<file path="config.mk">
export PLATFORM = sky130hd
export DESIGN_NAME = pixel_readout_receiver
export DESIGN_NICKNAME = d
export VERILOG_FILES = /design/src/rtl/pixel_readout_receiver.sv
export SDC_FILE = /design/constraint.sdc
export NUM_CORES = 1
export LEC_CHECK = 0
export BUFFER_PORTS_ARGS = -buffer_cell sky130_fd_sc_hd__buf_2
export CAP_MARGIN = 10
export CELL_PAD_IN_SITES_DETAIL_PLACEMENT = 1
export CELL_PAD_IN_SITES_GLOBAL_PLACEMENT = 2
export CORE_ASPECT_RATIO = 1.75
export CORE_MARGIN = 2
export CORE_UTILIZATION = 48
export CTS_BUF_LIST = sky130_fd_sc_hd__clkbuf_8
export CTS_CLUSTER_DIAMETER = 30
export CTS_CLUSTER_SIZE = 40
export DETAILED_ROUTE_END_ITERATION = 8
export GPL_ROUTABILITY_DRIVEN = 0
export PLACE_DENSITY = 0.82
export SKIP_CTS_REPAIR_TIMING = 1
export SLEW_MARGIN = 20
export SYNTH_ARGS = -nofsm -noshare
export SYNTH_HDL_FRONTEND = slang
export SYNTH_SLANG_ARGS = --single-unit
</file>
<file path="constraint.sdc">
create_clock -name clk -period 8.2 [get_ports clk]
set_input_delay 1.64 -clock clk [delete_from_list [all_inputs] [get_ports clk]]
set_output_delay 1.64 -clock clk [all_outputs]
set_load 0.01 [all_outputs]
</file>
<file path="src/rtl/pixel_readout_receiver.sv">
// -----------------------------------------------------------------------------
// pixel_readout_receiver
//
// Receiving end of the pixel-array readout bus. 32-bit readout words (four
// 8-bit pixels each, pixel0 in the low byte) are framed by a word-index
// counter, buffered in a word FIFO, and re-emitted as a byte-wide pixel
// stream with a valid/ready handshake. The final pixel of each frame is
// marked with pix_last. The block also counts completed frames and keeps
// sticky overflow and framing-error flags.
//
// Parameters
//   ROWS        32-bit words per frame (>= 1)
//   FIFO_DEPTH  word FIFO depth (power of two, >= 2)
//   CNT_W       frame counter width
//
// Ports
//   clk          in   system clock, rising edge
//   reset        in   asynchronous active-low reset
//   databus      in   readout word, pixel0 = [7:0] .. pixel3 = [31:24]
//   bus_valid    in   databus valid this cycle (one-cycle strobe)
//   frame_start  in   start of a new frame readout (one-cycle strobe)
//   pix_data     out  pixel value
//   pix_valid    out  pix_data valid
//   pix_ready    in   downstream accepts the pixel
//   pix_last     out  pix_data is the final pixel of a frame
//   frame_count  out  complete frames written into the FIFO (wraps)
//   overflow     out  sticky: a word was dropped because the FIFO was full
//   frame_err    out  sticky: short frame, excess word or word before start
//   clear_err    in   synchronous clear of overflow and frame_err
// -----------------------------------------------------------------------------
module pixel_readout_receiver #(
   parameter int ROWS       = 2,
   parameter int FIFO_DEPTH = 8,
   parameter int CNT_W      = 16
) (
   input  logic             clk,
   input  logic             reset,
   input  logic [31:0]      databus,
   input  logic             bus_valid,
   input  logic             frame_start,
   output logic [7:0]       pix_data,
   output logic             pix_valid,
   input  logic             pix_ready,
   output logic             pix_last,
   output logic [CNT_W-1:0] frame_count,
   output logic             overflow,
   output logic             frame_err,
   input  logic             clear_err
);

   localparam int AW     = $clog2(FIFO_DEPTH);
   localparam int WIDX_W = $clog2(ROWS + 1);

   localparam logic [WIDX_W-1:0] ROWS_W   = WIDX_W'(ROWS);
   localparam logic [WIDX_W-1:0] LAST_IDX = WIDX_W'(ROWS - 1);

   typedef enum logic {
      ST_EMPTY,
      ST_SEND
   } state_e;

   // ---------------------------------------------------------------------------
   // Declarations
   // ---------------------------------------------------------------------------
   // Framing
   logic [WIDX_W-1:0] widx_q, widx_d;
   logic [WIDX_W-1:0] eff_widx;
   logic              word_ok;
   logic              is_last;
   logic              start_err;
   logic              excess_err;
   logic              drop_full;
   logic [CNT_W-1:0]  frame_count_q, frame_count_d;
   logic              overflow_q, overflow_d;
   logic              frame_err_q, frame_err_d;

   // FIFO
   logic [32:0]       mem_q [FIFO_DEPTH];
   logic [AW:0]       wptr_q, rptr_q;
   logic              fifo_full;
   logic              fifo_empty;
   logic              push;
   logic              pop;
   logic [32:0]       fifo_rdata;

   // Unpacker
   state_e            state_q;
   logic [31:0]       word_q;
   logic              last_q;
   logic [1:0]        bp_q;
   logic [7:0]        pix_data_q;
   logic              pix_valid_q;
   logic              pix_last_q;

   function automatic logic [7:0] byte_sel(input logic [31:0] w, input logic [1:0] idx);
      logic [7:0] b;
      case (idx)
         2'd0:    b = w[7:0];
         2'd1:    b = w[15:8];
         2'd2:    b = w[23:16];
         default: b = w[31:24];
      endcase
      return b;
   endfunction

   // ---------------------------------------------------------------------------
   // Framing and error detection
   // ---------------------------------------------------------------------------
   // NOTE: every signal assigned in an always_comb gets a value on every path,
   // otherwise synthesis infers a latch to hold the old value.
   always_comb begin
      // A frame_start in the same cycle as a word restarts the frame first,
      // so the word is taken as index 0.
      eff_widx   = frame_start ? '0 : widx_q;

      // Restarting while a frame is partially received is a short frame.
      // Partial words already buffered stay and carry no last tag.
      start_err  = frame_start && (widx_q != '0) && (widx_q != ROWS_W);

      // widx == ROWS means "no frame open": after a complete frame, or since
      // reset until the first frame_start.
      word_ok    = bus_valid && (eff_widx != ROWS_W);
      excess_err = bus_valid && !word_ok;
      is_last    = (eff_widx == LAST_IDX);

      // A pop in the same cycle frees a slot, so a full FIFO can still accept.
      push       = word_ok && (!fifo_full || pop);
      drop_full  = word_ok && fifo_full && !pop;

      // The index advances even on a dropped word so later frames stay aligned.
      widx_d     = word_ok ? eff_widx + 1'b1 : eff_widx;

      // A dropped final word does not complete a frame.
      frame_count_d = (push && is_last) ? frame_count_q + 1'b1 : frame_count_q;

      // A new error event in the same cycle as clear_err wins.
      overflow_d  = drop_full || (overflow_q && !clear_err);
      frame_err_d = start_err || excess_err || (frame_err_q && !clear_err);
   end

   // NOTE: sequential state uses non-blocking assignments so every register
   // samples the pre-edge values, independent of statement order.
   always_ff @(posedge clk or negedge reset) begin
      if (!reset) begin
         widx_q        <= ROWS_W;
         frame_count_q <= '0;
         overflow_q    <= 1'b0;
         frame_err_q   <= 1'b0;
      end else begin
         widx_q        <= widx_d;
         frame_count_q <= frame_count_d;
         overflow_q    <= overflow_d;
         frame_err_q   <= frame_err_d;
      end
   end

   // ---------------------------------------------------------------------------
   // Word FIFO: extra pointer bit distinguishes full from empty.
   // ---------------------------------------------------------------------------
   assign fifo_empty = (wptr_q == rptr_q);
   assign fifo_full  = (wptr_q[AW] != rptr_q[AW]) &&
                       (wptr_q[AW-1:0] == rptr_q[AW-1:0]);
   assign fifo_rdata = mem_q[rptr_q[AW-1:0]];

   // NOTE: the storage array has no reset; emptiness is defined by the
   // pointers alone, which keeps the array a plain RAM.
   always_ff @(posedge clk) begin
      if (push) begin
         mem_q[wptr_q[AW-1:0]] <= {is_last, databus};
      end
   end

   always_ff @(posedge clk or negedge reset) begin
      if (!reset) begin
         wptr_q <= '0;
         rptr_q <= '0;
      end else begin
         if (push) begin
            wptr_q <= wptr_q + 1'b1;
         end
         if (pop) begin
            rptr_q <= rptr_q + 1'b1;
         end
      end
   end

   // ---------------------------------------------------------------------------
   // Unpacker: one word held, bytes sent in order 0..3.
   // ---------------------------------------------------------------------------
   // Load when idle, or when the last byte of the current word is accepted so
   // back-to-back words stream without a bubble.
   assign pop = !fifo_empty &&
                ((state_q == ST_EMPTY) ||
                 (pix_ready && (bp_q == 2'd3)));

   always_ff @(posedge clk or negedge reset) begin
      if (!reset) begin
         state_q     <= ST_EMPTY;
         word_q      <= '0;
         last_q      <= 1'b0;
         bp_q        <= '0;
         pix_data_q  <= '0;
         pix_valid_q <= 1'b0;
         pix_last_q  <= 1'b0;
      end else begin
         case (state_q)
            ST_EMPTY: begin
               if (pop) begin
                  state_q     <= ST_SEND;
                  word_q      <= fifo_rdata[31:0];
                  last_q      <= fifo_rdata[32];
                  bp_q        <= 2'd0;
                  pix_data_q  <= fifo_rdata[7:0];
                  pix_valid_q <= 1'b1;
                  pix_last_q  <= 1'b0;
               end
            end
            ST_SEND: begin
               // Without pix_ready nothing changes, which holds pix_data and
               // pix_last stable during a stall.
               if (pix_ready) begin
                  if (bp_q == 2'd3) begin
                     if (pop) begin
                        word_q      <= fifo_rdata[31:0];
                        last_q      <= fifo_rdata[32];
                        bp_q        <= 2'd0;
                        pix_data_q  <= fifo_rdata[7:0];
                        pix_valid_q <= 1'b1;
                        pix_last_q  <= 1'b0;
                     end else begin
                        state_q     <= ST_EMPTY;
                        bp_q        <= 2'd0;
                        pix_valid_q <= 1'b0;
                        pix_last_q  <= 1'b0;
                     end
                  end else begin
                     bp_q        <= bp_q + 2'd1;
                     pix_data_q  <= byte_sel(word_q, bp_q + 2'd1);
                     // Next byte is byte 3 of a frame's final word.
                     pix_last_q  <= last_q && (bp_q == 2'd2);
                  end
               end
            end
            default: begin
               state_q     <= ST_EMPTY;
               pix_valid_q <= 1'b0;
               pix_last_q  <= 1'b0;
            end
         endcase
      end
   end

   // ---------------------------------------------------------------------------
   // Outputs
   // ---------------------------------------------------------------------------
   assign pix_data    = pix_data_q;
   assign pix_valid   = pix_valid_q;
   assign pix_last    = pix_last_q;
   assign frame_count = frame_count_q;
   assign overflow    = overflow_q;
   assign frame_err   = frame_err_q;

endmodule

</file>
# Word level (Yosys, flattened, before mapping)
# Memories as Yosys holds them, arrays and structs flattened.
# Index checks and enable logic that the tools add are counted.
dict set report word_totals {
  ff_bits 74
  latchBits 0
  ramBits 264
  romBits 0
  inputBits 38
  output_inout_bits 28
  elab_cells 95
  n_memories 1
}
dict set report classes {
  add_sub_neg 5
  mul 0
  div 0
  magnitude_cmp 0
  n_eq_ne 13
  shift 0
  n_mux 33
  bitwise 1
  reduce_logical 29
}
# name depth width read_ports rd_ports_with_merged_regs wr line
set memory_table {}
lappend memory_table {mem_q 8 33 1 0 1 78} ;# logic [32:0] mem_q [FIFO_DEPTH];
# cell n
set op_table {}
lappend op_table {{2-to-1 mux 32 bit} 3}
lappend op_table {{one-hot mux 32 bit (2 select lines)} 1}
lappend op_table {{2-to-1 mux 8 bit} 3}
lappend op_table {{one-hot mux 8 bit (3 select lines)} 1}
lappend op_table {{adder 16 x 1 -> 16 bit (second input constant)} 1}
lappend op_table {{one-hot mux 8 bit (2 select lines)} 1}
lappend op_table {{logical AND 1 bit} 14}
lappend op_table {{2-to-1 mux 1 bit} 14}
lappend op_table {{2-to-1 mux 2 bit} 5}
lappend op_table {{adder 4 x 1 -> 4 bit (second input constant)} 2}
lappend op_table {{!= test 2 bit (second input constant)} 4}
lappend op_table {{one-hot mux 1 bit (2 select lines)} 4}
lappend op_table {{equality test 2 bit (second input constant)} 3}
lappend op_table {{logical NOT 1 bit} 5}
lappend op_table {{logical OR 1 bit} 5}
lappend op_table {{adder 2 x 1 -> 2 bit (second input constant)} 2}
lappend op_table {{equality test 2 x 1 -> 1 bit (second input constant)} 2}
lappend op_table {{equality test 4 bit} 1}
lappend op_table {{one-hot mux 2 bit (2 select lines)} 1}
lappend op_table {{AND reduction 2 bit} 2}
lappend op_table {{equality test 3 bit} 1}
lappend op_table {{AND reduction 3 bit} 1}
lappend op_table {{logical NOT 2 bit} 1}
lappend op_table {{!= test 2 x 1 -> 1 bit (second input constant)} 1}
lappend op_table {{3 further kinds} 3}

# Logic depth before layout (Yosys ltp)
# Gate-level depths: netlist (run 1).
dict set report depth {
  depth_word 8
  depth_mapped 9
  depth_no_buf 8
}

# Worst setup path after synthesis (run 1)
# Ideal clock, no wire load.
dict set report synth_path {
  kind {input-to-reg}
  from {in frame_start}
  to {mem mem_q[1][0], enable pin}
  setup_time_ns 0.518
  arrival_time_ns 6.003
  required_ns 7.682
  path_slack_ns 1.679
  path_stages 6
  n_path_buf 1
  cell_sequence {nand2b_1 -> ha_1 -> nor2b_1 -> clkbuf_1 -> nand2_2 -> nor4b_1}
}
dict set report synth_via {
  elab_chain_len 6
}
# element line
set synth_rtl {}
lappend synth_rtl {{from (decl)} 40} ;# input logic frame_start,
lappend synth_rtl {{2-to-1 mux 2 bit} 114} ;# eff_widx = frame_start ? '0 : widx_q;
lappend synth_rtl {{!= test 2 bit} 122} ;# word_ok = bus_valid && (eff_widx != ROWS_W);
lappend synth_rtl {{logical AND 1 bit} 122}
lappend synth_rtl {{logical AND 1 bit} 127} ;# push = word_ok && (!fifo_full || pop);
lappend synth_rtl {{2-to-1 mux 1 bit} 168} ;# if (push) begin
lappend synth_rtl {{2-to-1 mux 1 bit (implied by the code)} 169} ;# mem_q[wptr_q[AW-1:0]] <= {is_last, databus};
lappend synth_rtl {{to (decl)} 78}
# Every way passes these cells.

# Final worst setup path (run 1)
dict set report layout_path {
  from {in frame_start}
  to {mem mem_q[1][24], enable pin}
}
# The elaborated chain is that of the path after synthesis.

==> results of run 1 <==
[final timing paths]
check                                    end  slack [ns]  depth (start not counted)
worst max-delay path            mem_q[1][24]        4.65                          7
worst min-delay path               pix_valid        0.49                          2
worst max register to register   pix_data[7]        5.08                          6
worst min register to register     pix_valid        0.49                          2
max in group asynchronous          rptr_q[0]        6.23                          2
min in group asynchronous          wptr_q[3]        1.30                          2
[metal layers]
layer	GRT usage (%)	share of wire (%)	vias up
met5	0	0	-
met4	9.504	4.7	0
met3	3.069	3.3	68
met2	35.80	55	156
met1	22.82	37	3413
li1	-	-	2902
[layout make-up]
type,count,area (um^2)
clock buffer,35,481.7
clock inverter,27,285.3
fill,2518,12440
inverter,14,52.55
multi-input combinational,308,3317
sequential,337,9762
tap,369,461.7
timing repair buffer,78,422.9
[tightest hold or removal path, delay by kind of cell (launching register included)]
kind | cells | cell delay (ns)
and+or+nand+nor | 2 | 0.10
DFF | 1 | 0.35
[stage by stage]
step                hold WS [ns]  setup WS, ns
floorplan                 0.4489         1.679
global placement          0.4628         4.210
detailed placement        0.4777         4.051
CTS                       0.4984         4.624
global route              0.5101         4.487
finish                    0.4908         4.646
[flip-flops by register name, summed over array words and instances (netlist names)]
| signal | cells |
|---|---|
| widx_q | 2 |
| last_q | 1 |
| mem_q | 264 |
| pix_data | 8 |
| pix_valid | 1 |
| bp_q | 2 |
| frame_err | 1 |
| rptr_q | 4 |
| overflow | 1 |
| pix_last | 1 |
| state_q | 1 |
| word_q | 31 |
| frame_count | 16 |
| wptr_q | 4 |
[cell usage in the layout, fill, tap and decap left out, types with 3 or more instances in the layout]
master,count
o21ai_1,15
inv_8,7
clkbuf_8,35
and3_1,3
o21a_1,6
nor2_1,7
xnor2_1,19
inv_1,16
a222oi_1,7
nor3_2,3
a21oi_1,4
mux4_2,66
nand3_1,9
nand4_1,7
o21ai_0,14
o221a_2,6
nand2b_1,6
inv_6,8
xor2_1,3
dfrtp_1,69
nand2_1,48
buf_4,13
ha_1,9
buf_2,65
mux2i_1,39
edfxtp_1,264
[kinds of logic after synthesis]
logic type,Yosys count,share of synthesized area [%]
AO/OA/AOI/OAI,66,3.508
XOR/XNOR,26,2.022
adder cells (fa/ha/maj),9,0.8464
buffers and inverters,51,2.088
flip-flops,337,73.33
multiplexers,107,14.28
AND/OR/NAND/NOR,100,3.931
[power groups by stage]
| stage | sequential, mW | clock (mW) | combinational, mW |
|---|---|---|---|
| floorplan | 2.36 | 0 | 1.14 |
| global placement | 2.43 | 0 | 1.44 |
| detailed placement | 2.46 | 0 | 1.50 |
| CTS | 2.42 | 1.19 | 1.50 |
| global route | 2.45 | 1.25 | 1.61 |
| finish | 2.41 | 1.16 | 1.47 |
==> flow_summary_export.csv, run 1 <==
group,metric,value,unit
yosys,synth.area.top_cells,"edfxtp_1, dfrtp_1, mux4_2, mux2i_1, nand2_1",
place,portBuffers,65,
cts,clock_path_buffers,3,
power,p_leak,5.224,nW
power,p_clk_share,22.9,%
yosys,synth-edff-count,264,
routing,drt_wl_total,27190,um
power,power.share.sequential,47.9,%
cts,clk_latency,0.56,ns
routing,ant_nets,0,
min_path,holdCritPathClass,"register to register",
status,outcome,"completed",
global_route,grt_max_degree,74,
global_route,grt_pass1_wl,42690,um
routing,wl_per_cell,23.28,um
power,p_int,3.373,mW
power,p_comb_share,29.1,%
die,die_w,129.9,um
yosys,syn_inst,696,
routing,num_vias,6539,
timing,hold_viol_final,0,
global_route,antenna_found_initial,0,
die,die_h,224.2,um
global_route,grt_pass1_vias,7329,
place,placement.cell_area,14020,um^2
die,rows,80,
timing,final.min_clock_period,3.554,ns
cts,cts_made_buffers,35,
die,ioPinCount,66,
setup_path,slowest_delay,0.52,ns
timing,worst_pin_slew,1.012,ns
power,peakVddDrop,0.0001576,V
place,dp.cells,1106,
cts,clk_transition_reported_paths,0.08,ns
setup_path,critPathRequiredTime,8.39,ns
place,dpl.hpwl,16740,um
yosys,seq_area_frac_synth,73.33,%
cts,cts_max_level,2,
setup_path,crit_start,"frame_start",
routing,drcViolationCount,0,
setup_path,crit_family,"simple AND/OR/NAND/NOR gates",
power,power_switching,1.664,mW
setup_path,r2r_start,"rptr_q[2]",
yosys,synth_async_sr_flop_share,21.66,%
power,p_sw_share,33.03,%
yosys,ys_seq_elements,337,
routing,drt-initial-drc-count,407,
cts,clkSinkCount,337,
global_route,track_usage,19.88,%
yosys,postSynthAreaPerCell,19.11,um^2
timing,timing.final.crit_share,43.34,%
timing,skew,0.01350,ns
setup_path,crit_type,"primary input to register",
setup_path,slowest_stage,"buf_4",
die,die_area,29120,um^2
yosys,ys_warn_count,0,
min_path,hp-start,"pix_valid",
yosys,synthTopCellsByCount,"edfxtp_1, dfrtp_1, mux4_2",
power,power_density,340.7,nW/um^2
cells_and_area,fin_area,14780,um^2
yosys,yosysUniqueCellTypes,58,
yosys,yosysMostFrequentCell,"edfxtp_1",
setup_path,timing.critical_path.fanout_max,33,
timing,fin_setup_tns,0,ns
timing,max_freq,281.4,MHz
yosys,syn-num-nets,743,
yosys,ys.flop_type,"edfxtp_1",
routing,viasPerCell,5.598,
die,start_util,48.86,%
timing,slew_viol_final,0,
cts,cts.root.buffer_cell,"clkbuf_8",
cells_and_area,area_growth,11.12,%
cts,cts_tree,"done",
setup_path,path_buf_inv,2,
setup_path,cp-end-kind,"register",
setup_path,path_cells,"buf_2, nand2b_1, ha_1, nor2b_1, nand2_2, nor4b_2, buf_4",
yosys,synth_top_area_share,59.59,%
cells_and_area,fin_util,54.30,%
cells_and_area,diodes,0,
die,core,27230,um^2
yosys,yosys.area.top_type,"edfxtp_1",
routing,firstDrtPassIters,5,
global_route,grt-ovfl-total,0,
setup_path,startpoint_type,"primary input",
timing,grt_setup_unrepaired,"no",
cells_and_area,final_cells,1168,
yosys,syn-cell-area,13300,um^2
run,max-cap-violations,0,
power,power,5.037,mW
cells_and_area,num-nets-final,821,
timing,maxSlewHeadroom,32.51,%
timing,setup-violations-final,0,
setup_path,cp.arrival,3.74,ns
cells_and_area,drive_gt1_share,29.29,%
(Power assumes the default switching activity.)
==> run 2, diff against run 1 <==
- CORE_UTILIZATION: 48 -> 44
- PLACE_DENSITY: 0.82 -> 0.79
- clock period: 8.2 -> 3.1 ns (I/O delays scaled with it)
==> flow_summary_export.csv, run 2 (synthesized netlist as in run 1, its figures left out) <==
group,metric,value,unit
power,power_switching,4.490,mW
power,p_leak,5.302,nW
routing,drt-initial-drc-count,449,
setup_path,cp-end-kind,"register",
timing,final.min_clock_period,2.715,ns
die,die_h,234.0,um
power,p_int,9.055,mW
setup_path,critPathRequiredTime,3.28,ns
place,dpl.hpwl,17120,um
cts,clock_path_buffers,3,
min_path,holdCritPathClass,"primary input to async pin",
power,peakVddDrop,0.0004948,V
timing,timing.final.crit_share,87.59,%
cts,cts_made_buffers,36,
cells_and_area,final_cells,1196,
run,max-cap-violations,0,
global_route,track_usage,18.60,%
cells_and_area,multi_input_area,3368,um^2
cells_and_area,register_area,9762,um^2
status,outcome,"completed",
cells_and_area,area_growth,12.83,%
cells_and_area,largest_reg_flops,264,
cts,cts_tree,"done",
cells_and_area,fillers,2771,
cells_and_area,num-nets-final,827,
timing,hold_slack,0.09160,ns
power,power.share.sequential,46.6,%
routing,firstDrtPassIters,6,
cts,clkSinkCount,337,
routing,wl_per_cell,23.45,um
power,p_comb_share,30.7,%
global_route,grt-ovfl-total,0,
routing,num_vias,6661,
cells_and_area,mostFrequentLayoutCells,"edfxtp_1, dfrtp_1, mux4_2",
routing,ant_nets,0,
die,start_util,44.42,%
cells_and_area,drive_gt1_share,29.83,%
timing,max_freq,368.3,MHz
global_route,grt_max_degree,66,
routing,drcViolationCount,0,
setup_path,crit_type,"register to register",
cts,cts_max_level,2,
cells_and_area,layout_commonest_cell,"edfxtp_1",
cts,clk_latency,0.59,ns
cells_and_area,fin_area,15010,um^2
die,ioPinCount,66,
timing,setup_slack,0.3846,ns
cts,clk_transition_reported_paths,0.09,ns
timing,maxSlewHeadroom,31.81,%
place,placement.cell_area,14230,um^2
timing,grt_setup_unrepaired,"no",
setup_path,cp.arrival,2.90,ns
place,pre_cts_slack,0.3361,ns
die,die_w,135.4,um
timing,worst_pin_slew,1.019,ns
setup_path,timing.critical_path.fanout_max,33,
power,power_density,902.4,nW/um^2
power,power,13.55,mW
place,portBuffers,65,
power,p_clk_share,22.7,%
setup_path,startpoint_type,"register",
place,dp.cells,1129,
global_route,antenna_found_initial,1,
power,p_sw_share,33.15,%
timing,skew,0.03881,ns
routing,viasPerCell,5.569,
global_route,grt_pass1_wl,43900,um
timing,setup-violations-final,0,
routing,drt_wl_total,28050,um
die,rows,84,
die,core,29950,um^2
die,die_area,31700,um^2
global_route,grt_pass1_vias,7374,
timing,fin_setup_tns,0,ns
cells_and_area,fin_util,50.11,%
timing,slew_viol_final,0,
cts,cts.root.buffer_cell,"clkbuf_8",
timing,hold_viol_final,0,
[run 2: power groups by stage]
stage                     Clock [mW]  Sequential (mW)  Combinational [mW]
after floorplan                    0             6.21                3.09
after global placement             0             6.34                4.13
after detailed placement           0             6.42                4.26
after CTS                       3.17             6.32                4.27
after global routing            3.32             6.39                4.57
final                           3.08             6.31                4.16
[run 2: worst max-delay path, cell delays in order (launching register included)]
cell and delay, ns:
dfrtp_1 0.41, ha_1 0.46, a21bo_2 0.23, nor2_1 0.10, nand2_1 0.19, nand2_2 0.20
nor3_4 0.20, buf_4 0.54
[run 2: final timing paths]
kind | startpoint | depth (start not counted) | slack, ns | end
setup / recovery | bp_q[0] | 7 | 0.38 | mem_q[3][26]
hold / removal | reset | 1 | 0.09 | rptr_q[0]
setup reg to reg | bp_q[0] | 7 | 0.38 | mem_q[3][26]
hold reg to reg | wptr_q[3] | 1 | 0.49 | wptr_q[3]
max in group asynchronous | reset | 2 | 2.33 | frame_count[11]
min in group clk | clear_err | 2 | 0.27 | frame_err
[run 2: cell type report]
class	instances	area share, %
sequential	337	65.03
multi-input combinational	308	22.44
timing repair buffer	83	3.751
clock buffer	37	3.393
tap	387	3.226
clock inverter	29	1.792
inverter	14	0.3501
antenna	1	0.01667
[run 2: per-layer routing]
layer,up-vias,share of wire [%],global-route usage [%]
met5,-,0,0
met4,0,4.4,8.431
met3,66,3.8,2.551
met2,188,54,33.77
met1,3481,38,21.83
li1,2926,-,-
